**src/rtl/rv_pkg.sv**
```systemverilog
// rv_pkg: constants and inter-stage bundles shared by the fetch stage.
// Holds XLEN, RESET_PC, the NOP encoding and the IF->ID queue entry type.
package rv_pkg;

  localparam int          XLEN        = 32;
  localparam int          DEPTH       = 2;
  localparam logic [31:0] RESET_PC    = 32'h0000_0000;
  localparam logic [31:0] INSTR_NOP   = 32'h0000_0013;
  localparam logic [31:0] IALIGN_MASK = 32'hFFFF_FFFC;

  typedef struct packed {
    logic [XLEN-1:0] pc;
    logic [XLEN-1:0] instr;
  } if_id_t;

endpackage

```
**src/rtl/fetch_fifo.sv**
```systemverilog
// fetch_fifo: small synchronous FIFO with flush, occupancy count, full/empty.
// Ports: i_flush/i_push/i_wdata/i_pop in; o_rdata (head), o_count, o_full, o_empty out.
module fetch_fifo #(
  parameter  int W     = 32,
  parameter  int DEPTH = 2,
  localparam int AW    = $clog2(DEPTH),
  localparam int CW    = AW + 1
) (
  input  logic          i_clk,
  input  logic          i_rst_n,
  input  logic          i_flush,
  input  logic          i_push,
  input  logic [W-1:0]  i_wdata,
  input  logic          i_pop,
  output logic [W-1:0]  o_rdata,
  output logic [CW-1:0] o_count,
  output logic          o_full,
  output logic          o_empty
);

  logic [W-1:0]  r_mem [DEPTH];
  logic [AW-1:0] r_wp;
  logic [AW-1:0] r_rp;
  logic [CW-1:0] r_cnt;
  logic          w_pop;
  logic          w_push;

  assign o_count = r_cnt;
  assign o_empty = (r_cnt == '0);
  assign o_full  = (r_cnt == CW'(DEPTH));
  assign o_rdata = r_mem[r_rp];

  // a pop frees the slot a same-cycle push needs
  assign w_pop  = i_pop & ~o_empty;
  assign w_push = i_push & (~o_full | w_pop);

  always_ff @(posedge i_clk or negedge i_rst_n) begin
    if (!i_rst_n) begin
      r_wp  <= '0;
      r_rp  <= '0;
      r_cnt <= '0;
      for (int i = 0; i < DEPTH; i++) r_mem[i] <= '0;
    end else if (i_flush) begin
      r_wp  <= '0;
      r_rp  <= '0;
      r_cnt <= '0;
    end else begin
      if (w_push) begin
        r_mem[r_wp] <= i_wdata;
        r_wp        <= r_wp + AW'(1);
      end
      if (w_pop) r_rp <= r_rp + AW'(1);
      r_cnt <= r_cnt + CW'(w_push) - CW'(w_pop);
    end
  end

endmodule

```
**src/rtl/fetch.sv**
```systemverilog
// fetch: RV32I fetch stage; owns the PC, talks req/gnt/rvalid to imem, queues to decode.
// Ports: o_imem_req/addr, i_imem_gnt/rvalid/rdata, i_redirect(_pc), o_id_valid/instr/pc/pc_plus4, i_id_ready.
module fetch #(
  parameter logic [31:0] RESET_PC = rv_pkg::RESET_PC,
  parameter int          XLEN     = rv_pkg::XLEN,
  parameter int          DEPTH    = rv_pkg::DEPTH
) (
  input  logic            i_clk,
  input  logic            i_rst_n,
  output logic            o_imem_req,
  output logic [XLEN-1:0] o_imem_addr,
  input  logic            i_imem_gnt,
  input  logic            i_imem_rvalid,
  input  logic [XLEN-1:0] i_imem_rdata,
  input  logic            i_redirect,
  input  logic [XLEN-1:0] i_redirect_pc,
  output logic            o_id_valid,
  input  logic            i_id_ready,
  output logic [XLEN-1:0] o_id_instr,
  output logic [XLEN-1:0] o_id_pc,
  output logic [XLEN-1:0] o_id_pc_plus4
);

  import rv_pkg::*;

  localparam int CW = $clog2(DEPTH) + 1;

  logic [XLEN-1:0] r_pc;
  logic [CW-1:0]   r_out;
  logic [CW-1:0]   r_kill;

  logic            w_hs;
  logic [CW:0]     w_used;
  logic [CW-1:0]   w_out_nxt;
  logic            w_kill_nz;
  logic            w_keep;

  logic            w_pf_pop;
  logic [XLEN-1:0] w_pf_pc;
  logic [CW-1:0]   w_pf_count;
  logic            w_pf_full;
  logic            w_pf_empty;

  if_id_t          w_q_wdata;
  if_id_t          w_q_head;
  logic            w_q_push;
  logic            w_q_pop;
  logic [CW-1:0]   w_q_count;
  logic            w_q_full;
  logic            w_q_empty;

  // credit counts every slot a response could still land in
  assign w_used     = {1'b0, r_out} + {1'b0, w_q_count};
  assign o_imem_req = (w_used < (CW+1)'(DEPTH)) & ~i_redirect;
  assign o_imem_addr = r_pc;

  assign w_hs      = o_imem_req & i_imem_gnt;
  assign w_out_nxt = r_out + CW'(w_hs) - CW'(i_imem_rvalid);
  assign w_kill_nz = (r_kill != '0);

  // killed responses were flushed from the pc fifo already
  assign w_pf_pop = i_imem_rvalid & ~w_kill_nz;
  assign w_keep   = i_imem_rvalid & ~w_kill_nz & ~i_redirect;

  assign w_q_wdata = '{pc: w_pf_pc, instr: i_imem_rdata};
  assign w_q_push  = w_keep;
  assign w_q_pop   = o_id_valid & i_id_ready;

  always_ff @(posedge i_clk or negedge i_rst_n) begin
    if (!i_rst_n) begin
      r_pc   <= RESET_PC;
      r_out  <= '0;
      r_kill <= '0;
    end else begin
      r_out <= w_out_nxt;
      if (i_redirect) begin
        r_pc   <= i_redirect_pc & IALIGN_MASK;
        r_kill <= w_out_nxt;
      end else begin
        if (w_hs) r_pc <= r_pc + XLEN'(4);
        if (i_imem_rvalid && w_kill_nz) r_kill <= r_kill - CW'(1);
      end
    end
  end

  fetch_fifo #(
    .W     (XLEN),
    .DEPTH (DEPTH)
  ) u_pc_fifo (
    .i_clk   (i_clk),
    .i_rst_n (i_rst_n),
    .i_flush (i_redirect),
    .i_push  (w_hs),
    .i_wdata (r_pc),
    .i_pop   (w_pf_pop),
    .o_rdata (w_pf_pc),
    .o_count (w_pf_count),
    .o_full  (w_pf_full),
    .o_empty (w_pf_empty)
  );

  fetch_fifo #(
    .W     ($bits(if_id_t)),
    .DEPTH (DEPTH)
  ) u_iq (
    .i_clk   (i_clk),
    .i_rst_n (i_rst_n),
    .i_flush (i_redirect),
    .i_push  (w_q_push),
    .i_wdata (w_q_wdata),
    .i_pop   (w_q_pop),
    .o_rdata (w_q_head),
    .o_count (w_q_count),
    .o_full  (w_q_full),
    .o_empty (w_q_empty)
  );

  assign o_id_valid    = ~w_q_empty;
  assign o_id_instr    = w_q_empty ? INSTR_NOP : w_q_head.instr;
  assign o_id_pc       = w_q_empty ? RESET_PC : w_q_head.pc;
  assign o_id_pc_plus4 = o_id_pc + XLEN'(4);

  always @(posedge i_clk) begin
    if (i_rst_n) begin
      assert (!(i_imem_rvalid && r_out == '0));
      assert (w_pf_count == r_out - r_kill);
      assert (!(w_pf_pop && w_pf_empty));
      assert (!(w_hs && w_pf_full));
      assert (!(w_q_push && w_q_full && !w_q_pop));
    end
  end

endmodule
```
**config.mk**
```make
export PLATFORM = sky130hd
export DESIGN_NAME = fetch
export DESIGN_NICKNAME = d
export VERILOG_FILES = /design/src/rtl/rv_pkg.sv /design/src/rtl/fetch_fifo.sv /design/src/rtl/fetch.sv
export SDC_FILE = /design/constraint.sdc
export NUM_CORES = 1
export LEC_CHECK = 0
export ABC_AREA = 1
export BUFFER_PORTS_ARGS = -buffer_cell sky130_fd_sc_hd__buf_4
export CAP_MARGIN = 15
export CORE_AREA = 2 2 155 157
export DETAILED_ROUTE_END_ITERATION = 10
export DIE_AREA = 0 0 157 159
export HOLD_SLACK_MARGIN = 0.1
export PLACE_DENSITY = 0.77
export SYNTH_ARGS = -nofsm -noshare
export SYNTH_HDL_FRONTEND = slang
export SYNTH_SLANG_ARGS = --single-unit
```
**constraint.sdc**
```tcl
create_clock -name i_clk -period 2.2 [get_ports i_clk]
set_input_delay 0.22 -clock i_clk [delete_from_list [all_inputs] [get_ports i_clk]]
set_output_delay 0.22 -clock i_clk [all_outputs]
set_load 0.02 [all_outputs]
```
==> reports/results.ini <==
[run_status]
status = finished, violations left
violations = negative setup slack

[synth]
synth_flop_cell = dfrtp_1
synth_cell_type_count = 36
synth_edf_count = 0
synth_top_family_by_area = simple AND/OR/NAND/NOR gates
synth_seq_cells = 226
synthAdderAreaFrac_pct = 1.11
yosys_warnings = 0
syn_inst = 1619
synth_top_area_cell = dfrtp_1
ys_seq_area_share_pct = 47.3
synth-simple-area-share_pct = 31.8
netlist_area_mm2 = 0.0120
synth.top_cell.area_share_pct = 47.3
synthMuxAreaShare_pct = 0
yosys-top-cells-area = dfrtp_1 47%, nand2_1 23%, inv_1 4.1%, o21ai_0 4.1%, nand3_1 3.5%
async_flop_share_pct = 100
synth_compound_area_share_pct = 9.61
syn_avg_cell_area_um2 = 7.39
synthXorXnorAreaFrac_pct = 2.20

[die]
num_io_pins = 200
die_area_mm2 = 0.0250
rows = 56
core_area_mm2 = 0.0232
die_w_um = 157
start_util_pct = 51.6
die_h_um = 159

[routing]
post_drt_wl_per_cell_um = 21.5
drc_errors = 0
drt-pass1-iter-count = 8
ant_nets = 0
dr_total_vias = 13500
drtIter0Drc = 1354
post_drt_via_cell_ratio = 5.83
routed_wl_um = 49600

[placement]
io_buffer_count = 191
gp_congestion = 0.882
hpwlAfterDp_um = 20700
place_worst_setup_slack_ps = -102

[setup_path]
max_stage_delay_ps = 470
startpoint = u_iq.r_rp
arrival_ps = 2880
path_cells = clkinv_4 -> nand2_1 -> nand2_2 -> nand2_1 -> inv_2 -> ha_4 -> inv_4 -> nor2_4 -> nand3b_1 -> nor2_1 -> nand2_1 -> nand2_2 -> buf_6
crit_path_start_kind = flip-flop
slowest_stage = dfrtp_2
crit_fanout = 6
worst-setup-path-type = flip-flop to primary output
cp-end-kind = primary output
rr_startpoint = u_iq.o_count[0]
critPathRequiredTime_ps = 1980
cp_common_cell = nand2_1

[grt]
grt_use_total_pct = 29.8
grt_util_met1_pct = 38.8
grt_pass1_vias = 11900
grtUsageMet3_pct = 4.08
met2_usage_pct = 50.2
grt_busiest_layer = met2
grt_max_degree = 73
grt-ovfl-total = 0
grt_pass1_wl_um = 60200
grt_antenna_before_repair = 1

[pwr]
p_sw_share_pct = 44.6
power_frac_clock_pct = 16.2
comb_power_share_pct = 55.3
pwr_density_cell_mw_per_mm2 = 1340
p_leak_nw = 9.37
ir_drop_mv = 0.816
p_sw_w = 0.0113
seq_power_share_pct = 28.6
p_int_w = 0.0141

[worst_hold_path]
worstHoldStart = i_id_ready
min_path_type = input pin to flip-flop

[timing]
finClkSkew_ps = 24.2
fmax_mhz = 323
finalMaxSlewViolations = 0
period_minus_slack_ps = 3100
rsz0062_at_grt = true
relSlewSlack_pct = 56.9
timing.hold.ws_ps = 166
fin_crit_sh_pct = 141
setup_slack_ps = -896
worst_pin_slew_ps = 646
setup_viol = 150
final-hold-violation-count = 0

[cts]
cts_max_level = 1
clockBufferDepth = 3
cts_tree = built
path_clk_slew_ps = 60
cts_buffers = 25
clk_latency_ps = 540
clockRootBuffer = clkbuf_16
clock_sinks = 226

[final_layout]
syn2layout_area_growth_pct = 58.1
drive_above_1_share_pct = 39.1
nFillCells = 1239
nets = 2054

[run]
cap_violations = 0

[cell families after synthesis]
group,after synthesis
compound gates,197
fa+ha+maj,10
xor+xnor,30
buf+inv,220
other cells,1
simple gates,935
flops,226
[final timing paths]
path / endpoint / slack (ps) / cells after the start
setup / recovery: o_id_pc_plus4[20] / -900 / 13
hold / removal: u_iq.r_rp / 170 / 4
setup reg to reg: u_pc_fifo.r_mem[46] / -470 / 15
hold reg to reg: u_iq.r_mem[62] / 470 / 2
max in group asynchronous: u_iq.r_mem[53] / 1170 / 3
min in group asynchronous: r_out[0] / 260 / 2
[power by group through the flow]
stage          clock (W)  sequential (W)  combinational [W]
4_1_cts          0.00406         0.00687             0.0107
3_5_place_dp           0         0.00680            0.00782
2_1_floorplan          0         0.00677            0.00500
5_1_grt          0.00428         0.00738             0.0148
6_report         0.00411         0.00725             0.0140
3_3_place_gp           0         0.00673            0.00762
[per-stage QoR]
| stage | total power [W] | utilization, % | std cells | TNS, ps | area, µm² |
|---|---|---|---|---|---|
| global placement | 0.0143 | 60.3 | 2111 | -25.5 | 14000 |
| floorplan | 0.0118 | - | 1624 | -423 | 12100 |
| CTS | 0.0217 | 74.4 | 2274 | -27720 | 17200 |
| finish | 0.0254 | 81.6 | 2307 | -43690 | 18900 |
| global route | 0.0265 | 81.6 | 2306 | -56200 | 18900 |
| detailed placement | 0.0146 | 60.3 | 2111 | -126 | 14000 |
[timing repair]
| action | in CTS | in global routing |
|---|---|---|
| pin swaps | 87 | 113 |
| hold endpoints to repair | 167 | 0 |
| setup endpoints to repair | 119 | 167 |
| hold buffers | 65 | 0 |
| resized for setup | 310 | 388 |
| buffers inserted | 45 | 30 |
| cloned | 14 | 13 |
[final cells by class]
| cell class | instances | area [µm²] | area share, % |
|---|---|---|---|
| clock inverter | 7 | 67.6 | 0.357 |
| tap | 319 | 399 | 2.11 |
| timing repair inverter | 1 | 7.51 | 0.0397 |
| timing repair buffer | 405 | 4220 | 22.3 |
| sequential | 226 | 5660 | 29.9 |
| inverter | 137 | 593 | 3.13 |
| antenna | 1 | 2.50 | 0.0132 |
| clock buffer | 33 | 716 | 3.78 |
| multi-input combinational | 1178 | 7250 | 38.3 |
[per-layer routing]
layer	part of all wire [%]	wire length [µm]	vias to the layer above
li1	-	-	5760
met3	9.9	4910	356
met1	35	17100	6385
met4	7.4	3670	0
met5	0	0	-
met2	48	23900	959
[registers in the layout (all words and copies together) (netlist names)]
register	count
o_imem_addr	30
r_kill	2
r_out	2
u_iq.o_count	2
u_iq.r_mem	124
u_iq.r_rp	1
u_iq.r_wp	1
u_pc_fifo.o_count	2
u_pc_fifo.r_mem	60
u_pc_fifo.r_rp	1
u_pc_fifo.r_wp	1
[critical path: cells and delay by family, from the launching register on]
kind,cells,cell delay [ps]
DFF,1,470
buffers and inverters,4,460
adders and majority gates,1,170
and+or+nand+nor,8,1240
[layout by cell type (no fill, tap or decap), types with 21 or more instances in the layout]
| cell type | netlist | routed |
|---|---|---|
| nand3_1 | 83 | 51 |
| buf_6 | 9 | 93 |
| nor2_4 | 7 | 31 |
| clkbuf_16 | 0 | 34 |
| dlygate4sd3_1 | 0 | 65 |
| nand2_4 | 1 | 99 |
| nand2_2 | 7 | 79 |
| nand3_4 | 1 | 21 |
| buf_4 | 10 | 199 |
| buf_12 | 0 | 22 |
| a21oi_1 | 34 | 33 |
| o21ai_2 | 30 | 48 |
| nor2_1 | 73 | 38 |
| o21ai_0 | 98 | 61 |
| o21ai_1 | 16 | 33 |
| dfrtp_1 | 226 | 224 |
| nand2_1 | 732 | 551 |
| inv_1 | 132 | 96 |
[synthesized netlist by cell type, types with 2 or more instances]
master and n:
nor2_2 8, a21oi_1 34, clkbuf_1 38, nand3_2 5
o21ai_1 16, nand3_1 83, nand2_1 732, buf_2 21
buf_1 5, a22oi_1 12, nand4_1 5, o21ai_2 30
inv_1 132, o21ai_0 98, o211ai_1 2, and2_1 2
buf_4 10, xor2_1 25, buf_6 9, ha_1 9
o221ai_1 4, nor2_4 7, inv_2 5, nor3_1 8
dfrtp_1 226, xnor2_1 5, nand2_2 7, nor2_1 73
(Power assumes the default switching activity.)
